### src/rtl/uart_rx_fifo_pkg.sv
// Shared types for the UART receive buffer: capture FSM states and the stored entry layout.
package UART_MIKE_pkg;

  localparam int UART_DATA_WIDTH = 8;

  typedef enum logic {RXF_IDLE, RXF_ACK} rxf_state_e;

  typedef struct packed {
    logic                       perr;
    logic [UART_DATA_WIDTH-1:0] data;
  } rx_entry_t;

endpackage

### src/rtl/uart_sync_fifo.sv
// Generic single-clock FIFO with first-word-fall-through read port and occupancy count.
module uart_sync_fifo #(
  parameter type T     = logic [7:0],
  parameter int  DEPTH = 16,
  localparam int AW    = $clog2(DEPTH)
) (
  input  logic        clk_i,
  input  logic        rst_i,
  input  logic        wr_en_i,
  input  T            wr_data_i,
  input  logic        rd_en_i,
  output T            rd_data_o,
  output logic        empty_o,
  output logic        full_o,
  output logic [AW:0] count_o
);

  T            mem_q [DEPTH];
  logic [AW-1:0] wr_ptr_q, wr_ptr_d;
  logic [AW-1:0] rd_ptr_q, rd_ptr_d;
  logic [AW:0]   count_q, count_d;
  logic          wr_fire, rd_fire;

  assign empty_o = (count_q == '0);
  assign full_o  = (count_q == (AW+1)'(DEPTH));
  assign count_o = count_q;

  // A full FIFO still accepts a write when the head is popped on the same edge.
  assign wr_fire = wr_en_i && (!full_o || rd_en_i);
  assign rd_fire = rd_en_i && !empty_o;

  // Storage is never reset, so the head is masked to zero while empty.
  assign rd_data_o = empty_o ? '0 : mem_q[rd_ptr_q];

  always_comb begin
    wr_ptr_d = wr_ptr_q;
    rd_ptr_d = rd_ptr_q;
    count_d  = count_q;
    if (wr_fire) wr_ptr_d = wr_ptr_q + 1'b1;
    if (rd_fire) rd_ptr_d = rd_ptr_q + 1'b1;
    case ({wr_fire, rd_fire})
      2'b10:   count_d = count_q + 1'b1;
      2'b01:   count_d = count_q - 1'b1;
      default: count_d = count_q;
    endcase
  end

  always_ff @(posedge clk_i or posedge rst_i) begin
    if (rst_i) begin
      wr_ptr_q <= '0;
      rd_ptr_q <= '0;
      count_q  <= '0;
    end else begin
      wr_ptr_q <= wr_ptr_d;
      rd_ptr_q <= rd_ptr_d;
      count_q  <= count_d;
    end
  end

  always_ff @(posedge clk_i) begin
    if (wr_fire) mem_q[wr_ptr_q] <= wr_data_i;
  end

endmodule

### src/rtl/uart_rx_fifo.sv
// UART receive buffer: captures each held rx byte once, acknowledges it, and queues it with
// its parity status for a first-word-fall-through consumer.
module uart_rx_fifo
  import UART_MIKE_pkg::*;
#(
  parameter int  DATA_W = UART_DATA_WIDTH,
  parameter int  DEPTH  = 16,
  localparam int AW     = $clog2(DEPTH)
) (
  input  logic              clk,
  input  logic              rst,
  input  logic              rx_flag,
  input  logic [DATA_W-1:0] rx_data,
  input  logic              parity_error,
  output logic              rx_flag_clr,
  input  logic              rd_en,
  output logic [DATA_W-1:0] rd_data,
  output logic              rd_perr,
  output logic              empty,
  output logic              full,
  output logic [AW:0]       count,
  output logic              overflow,
  input  logic              ovf_clr
);

  rxf_state_e state_q;
  logic       rx_flag_clr_q;
  logic       overflow_q;
  logic       wr_en;
  rx_entry_t  wr_entry;
  rx_entry_t  head;

  assign wr_en         = (state_q == RXF_IDLE) && rx_flag;
  assign wr_entry.perr = parity_error;
  assign wr_entry.data = rx_data;

  assign rd_data     = head.data;
  assign rd_perr     = head.perr;
  assign rx_flag_clr = rx_flag_clr_q;
  assign overflow    = overflow_q;

  // Overflow set is written after the clear so a drop on the same edge wins.
  always_ff @(posedge clk or posedge rst) begin
    if (rst) begin
      state_q       <= RXF_IDLE;
      rx_flag_clr_q <= 1'b0;
      overflow_q    <= 1'b0;
    end else begin
      if (ovf_clr) overflow_q <= 1'b0;
      case (state_q)
        RXF_IDLE: begin
          if (rx_flag) begin
            state_q       <= RXF_ACK;
            rx_flag_clr_q <= 1'b1;
            if (full && !rd_en) overflow_q <= 1'b1;
          end
        end
        RXF_ACK: begin
          if (!rx_flag) begin
            state_q       <= RXF_IDLE;
            rx_flag_clr_q <= 1'b0;
          end
        end
        default: begin
          state_q       <= RXF_IDLE;
          rx_flag_clr_q <= 1'b0;
        end
      endcase
    end
  end

  uart_sync_fifo #(
    .T     (rx_entry_t),
    .DEPTH (DEPTH)
  ) u_fifo (
    .clk_i     (clk),
    .rst_i     (rst),
    .wr_en_i   (wr_en),
    .wr_data_i (wr_entry),
    .rd_en_i   (rd_en),
    .rd_data_o (head),
    .empty_o   (empty),
    .full_o    (full),
    .count_o   (count)
  );

endmodule
### config.mk
export PLATFORM = sky130hd
export DESIGN_NAME = uart_rx_fifo
export DESIGN_NICKNAME = d
export VERILOG_FILES = /design/src/rtl/uart_rx_fifo_pkg.sv /design/src/rtl/uart_sync_fifo.sv /design/src/rtl/uart_rx_fifo.sv
export SDC_FILE = /design/constraint.sdc
export NUM_CORES = 1
export LEC_CHECK = 0
export BUFFER_PORTS_ARGS = -buffer_cell sky130_fd_sc_hd__buf_4
export CAP_MARGIN = 20
export CORE_MARGIN = 1
export CORE_UTILIZATION = 55
export DETAILED_ROUTE_END_ITERATION = 16
export PLACE_DENSITY = 0.83
export SYNTH_ARGS = -nofsm -noshare
export SYNTH_HDL_FRONTEND = slang
export SYNTH_SLANG_ARGS = --single-unit
### constraint.sdc
create_clock -name clk -period 5.45 [get_ports clk]
set_input_delay 0.545 -clock clk [delete_from_list [all_inputs] [get_ports clk]]
set_output_delay 0.545 -clock clk [all_outputs]
set_load 0.01 [all_outputs]
Yosys cells after proc, flatten, opt, wreduce, memory -nomap -nowiden --
Memories as Yosys holds them, arrays and structs flattened. Cells that the tools add are included.
Storage, ports and cells: input port bits 14, logic and storage cells 40, flip-flop bits (word level) 16, memories kept 1, bits in writable memories 144, output and inout bits 18
Cells by class: add/sub/neg operators 4, bitwise gates (word level) 1, reduce and logical (&&, ||, !) cells 11, equality and inequality tests 5, mux-type cells 12
Memory list:
- u_fifo.mem_q | depth 16, width 9, read ports 1, clocked after memory_dff 0, wr ports 1, line uart_sync_fifo.sv:18 | T mem_q [DEPTH];
Operators with widths (number):
- case mux 5 bit (2 select lines) | 1
- two-way mux 1 bit | 9
- two-way mux 9 bit | 1
- adder 4 x 1 -> 4 bit (second input constant) | 2
- adder 5 x 1 -> 5 bit (second input constant) | 1
- == test 5 bit (second input constant) | 1
- zero test 5 bit | 1
- subtractor 5 x 1 -> 5 bit (second input constant) | 1
- logical AND 1 bit | 4
- != test 2 bit (second input constant) | 2
- zero test 1 bit | 3
- == test 2 x 1 -> 1 bit (second input constant) | 1
- == test 2 bit (second input constant) | 1
- case mux 1 bit (2 select lines) | 1
- AND reduction 2 bit | 1
- nonzero test 2 bit | 1
- logical OR 1 bit | 1
- inverter 1 bit | 1

Logic depth before layout (Yosys ltp) --
word-level depth 6, gate-level depth with buffers 13, depth with buffers taken out 11

Modules after synthesis --
From an unflattened synthesis, not the netlist that was laid out.
Unflattened totals: cells, all modules 346, area total of the unflattened synthesis 6590.1 µm²
By module, submodules not included:
- uart_sync_fifo | times used 1, cells each 335, sequential area each 4649.5 µm², area each 6466.2 µm²
- uart_rx_fifo | times used 1, cells each 11, sequential area each 75.1 µm², area each 123.9 µm²

Worst setup path before layout --
No wires, ideal clock.
path kind register to register, start register u_fifo.count_q[2], in the netlist u_fifo.count_o[2], end register u_fifo.count_q[4], in the netlist u_fifo.count_o[4], arrival time 3.274 ns, cell stages (with the launch flop) 14, clock period less this slack 3.368 ns, path slack 2.082 ns, path buffers 3, data required time 5.356 ns, path through dfrtp_1 buf_6 or4_4 o31a_4 clkinv_2 buf_4 ha_1 clkbuf_1 xor2_1 ha_1 or2_2 a31oi_1 mux2_2 a211oi_1
On the way: word-level cells in the longest chain between the ends 6
Ends and longest elaborated chain:
- start: declaration | line uart_sync_fifo.sv:21 | logic [AW:0] count_q, count_d;
- start signal: assignment | line uart_sync_fifo.sv:56 | count_q <= count_d;
- == test 5 bit | line uart_sync_fifo.sv:25 | assign full_o = (count_q == (AW+1)'(DEPTH));
- zero test 1 bit | line uart_sync_fifo.sv:29 | assign wr_fire = wr_en_i && (!full_o || rd_en_i);
- logical OR 1 bit | line uart_sync_fifo.sv:29
- logical AND 1 bit | line uart_sync_fifo.sv:29
- == test 2 x 1 -> 1 bit or == test 2 bit (tied branches) | line uart_sync_fifo.sv:41 | case ({wr_fire, rd_fire})
- case mux 5 bit (2 select lines) or nonzero test 2 bit (tied branches)
Several ways; a longest one is shown, not always the timed one. A chain may end at the register's enable or synchronous reset.

Worst setup path in the final report --
start register u_fifo.count_q[2], in the netlist u_fifo.count_o[2], end register u_fifo.count_q[4], in the netlist u_fifo.count_o[4]
RTL lines:
- zero test 5 bit (*) | line uart_sync_fifo.sv:24 | assign empty_o = (count_q == '0);
- zero test 1 bit (*) | line uart_sync_fifo.sv:30 | assign rd_fire = rd_en_i && !empty_o;
- logical AND 1 bit (*) | line uart_sync_fifo.sv:30
- via u_fifo.rd_fire | line uart_sync_fifo.sv:22 | logic wr_fire, rd_fire;
- == test 2 x 1 -> 1 bit or == test 2 bit (tied branches) | line uart_sync_fifo.sv:41
- case mux 5 bit (2 select lines) or nonzero test 2 bit (tied branches)
The timed path passes the listed nets; every way through them passes the cells marked *.

==> results.cfg <==
[yosys]
muxShareOfSynthArea_pct = 15.8
synthDistinctLibCells = 40
synth_warnings = 0
synth_top_family_by_area = multiplexers
syn-num-nets = 372
synth_fa_ha_area_share_pct = 1.90
syn_area_um2 = 6580
synth-compound-area-share_pct = 3.02
ys_seq_area_share_pct = 71.8
netlist_instances = 348
ys_ff_latch = 160
avgSynthCellArea_um2 = 18.9
yosys.area_share.simple_pct = 4.13
synth_xor_area_share_pct = 1.33

[sta]
fin_crit_ps = 3550
rsz0062_at_grt = no
finalSetupViolCount = 0
clock_skew_ps = 5.07
finalHoldViolations = 0
fmax_mhz = 282
slew_viol_final = 0
finalSetupTns_ps = 0
worst_pin_slew_ps = 1100
relSlewSlack_pct = 26.1
fin_crit_sh_pct = 65.1

[drt]
drt_wl_total_um = 12600
first_pass_iters = 11
wl_per_cell_um = 23.0
ant_nets = 0
dr.first_iter.drc_count = 327
vias = 3385
drc_errors = 4
vias_per_cell = 6.20

[critical_path]
worstPathMaxFanout = 13
cp-end-kind = register
arrival_ps = 3880
critPathLaunchType = register
timing.rr.end = u_fifo.count_o[4]
timing.reg2reg.setup_slack_ps = 1900
crit_slowest_cell = or4_4
crit_top_cell = ha_1
crit_family = simple AND/OR/NAND/NOR gates
required_ps = 5780
reg2reg_depth = 11
path_class = register to register
path_cells = or4_4, nand2b_1, nand2_1, inv_1, ha_1, xor2_1, ha_1, or2_2, a31oi_1, mux2_2, a211oi_1
reg2reg_from = u_fifo.count_o[2]
cpPeakStageDelay_ps = 570
critPathBufInv = 1

[clock_tree]
clock_latency_ps = 420
clockBufferDepth = 2
cts_buffers = 17
htreeDepth = 4
path_clk_slew_ps = 60
cts_root_buf = clkbuf_16
tritoncts = yes
cts_hold_buf = 0
cts_resized = 0
cts_sinks = 160
cts_setup_buffers = 0

[die]
io_pins = 32
start_util_pct = 57.1
die_y_um = 111
std_cell_rows = 39
die-width_um = 111
core_um2 = 11500
dieArea_um2 = 12400

[finish]
layout_common_cells = 144 x edfxtp_1, 41 x buf_4, 36 x mux4_2
final_cells = 546
final_nets = 414
nFillCells = 746
n_antenna_cell = 0
area_delta_synth_final_pct = 14.7
final_common_cell = edfxtp_1
drive_above_1_share_pct = 31.8

[global_routing]
grt_first_pass_wirelength_um = 19400
grt_max_degree = 40
overflow = 0
grtUsageTotal_pct = 22.0
grt_pass1_vias = 3414
antenna_found_initial = 0

[power_and_ir_drop]
pwr_density_cell_nw_per_um2 = 505
total_power_mw = 3.81
p_leak_nw = 2.59
ir_drop_mv = 0.334

[outcome]
status = finished, violations left
violations = DRC

[placement]
dp_cells = 512
dp_hpwl_um = 7740
portBuffers = 31
gp_congestion = 0.771

[worst_hold_path]
min_path_type = input pin to async pin

[job]
max-cap-violations = 0
-- power by group --
group,switching (mW),total (mW),internal (mW)
registers,0.223,1.67,1.44
logic,0.486,1.09,0.603
clock network,0.441,1.05,0.613
total,1.15,3.81,2.66
-- area by class of cell --
type	instances	area, um2	share of cell area [%]
clock inverters	15	103	1.36
flip-flops and latches	160	4730	62.7
multi-input cells	159	1740	23.1
well taps	143	179	2.37
inverters	10	38.8	0.514
clock buffers	17	425	5.64
repair buffers	42	328	4.34
-- logic make-up (layout without fill, tap and decap cells) --
group	count (synthesis)	count (layout)
AOI/OAI and AO/OA	32	32
xor gates and xnor gates	10	10
adders and majority gates	10	10
buffers and inverters	29	84
DFF	160	160
muxes	57	57
and+or+nand+nor	50	50
-- how the worst max path moves through the flow --
stage	from	end	slack (ps)	cells after the start
after floorplan	u_fifo.count_o[2]	u_fifo.count_o[4]	2080	13
after global placement	u_fifo.count_o[1]	u_fifo.count_o[4]	2050	11
after detailed placement	u_fifo.count_o[1]	u_fifo.count_o[4]	1950	11
after CTS	u_fifo.rd_ptr_q[1]	rd_data[5]	1860	5
after global routing	u_fifo.count_o[1]	u_fifo.count_o[4]	1670	11
final	u_fifo.count_o[2]	u_fifo.count_o[4]	1900	11
-- flip-flops by register name, summed over array words and instances, names as in the netlist --
register         cells
u_fifo.count_o       5
u_fifo.rd_ptr_q      4
overflow             1
u_fifo.mem_q       144
state_q              1
u_fifo.wr_ptr_q      4
rx_flag_clr          1
-- cells in the mapped netlist --
master / instances / area share (%)
mux4_2: 36 / 12
mux2i_1: 9 / 1.4
o22ai_1: 1 / 0.095
nand2_1: 12 / 0.68
and3_1: 5 / 0.48
buf_1: 1 / 0.057
clkbuf_1: 6 / 0.34
nand3_1: 7 / 0.53
o221ai_1: 1 / 0.13
o21ai_0: 12 / 0.91
buf_2: 10 / 0.76
nand2b_1: 1 / 0.095
a21oi_1: 10 / 0.76
buf_6: 1 / 0.17
nor3_1: 5 / 0.38
inv_1: 9 / 0.51
xor2_1: 1 / 0.13
or2_2: 1 / 0.095
a211oi_1: 1 / 0.11
o31a_4: 1 / 0.27
a21boi_0: 1 / 0.11
mux2_2: 12 / 2.1
a31oi_1: 1 / 0.095
nand4_1: 1 / 0.095
a32oi_1: 1 / 0.13
nor4b_1: 6 / 0.80
dfrtp_1: 16 / 6.1
or4_4: 1 / 0.17
nor2b_1: 2 / 0.19
o21a_1: 1 / 0.11
a311oi_1: 1 / 0.13
nor2_1: 7 / 0.40
ha_1: 10 / 1.9
a41o_1: 1 / 0.15
clkinv_2: 1 / 0.076
xnor2_1: 9 / 1.2
nand3b_1: 1 / 0.11
nor2_2: 1 / 0.095
buf_4: 1 / 0.11
edfxtp_1: 144 / 66
-- per-layer routing --
layer | global-route usage [%] | up-vias | wire, um
met5 | 0 | - | 0
met4 | 9.46 | 0 | 225
li1 | - | 1486 | -
met3 | 6.75 | 20 | 936
met1 | 28.9 | 1729 | 5130
met2 | 34.6 | 150 | 6280
-- through the flow --
stage,cell area [um2],setup WS [ps],utilization [%],hold WS [ps]
final,7540,1900,65.5,219
after global routing,7540,1670,65.5,240
after CTS,7520,1860,65.3,214
after detailed placement,6990,1950,60.7,480
after global placement,6990,2050,60.7,457
after floorplan,6580,2080,-,435
-- worst register-to-register path, cell delays in order, from the launching register on --
cell	delay, ps
dfrtp_1	480
or4_4	570
nand2b_1	370
nand2_1	240
inv_1	80
ha_1	340
xor2_1	210
ha_1	220
or2_2	270
a31oi_1	180
mux2_2	350
a211oi_1	150
(Power assumes the default switching activity.)
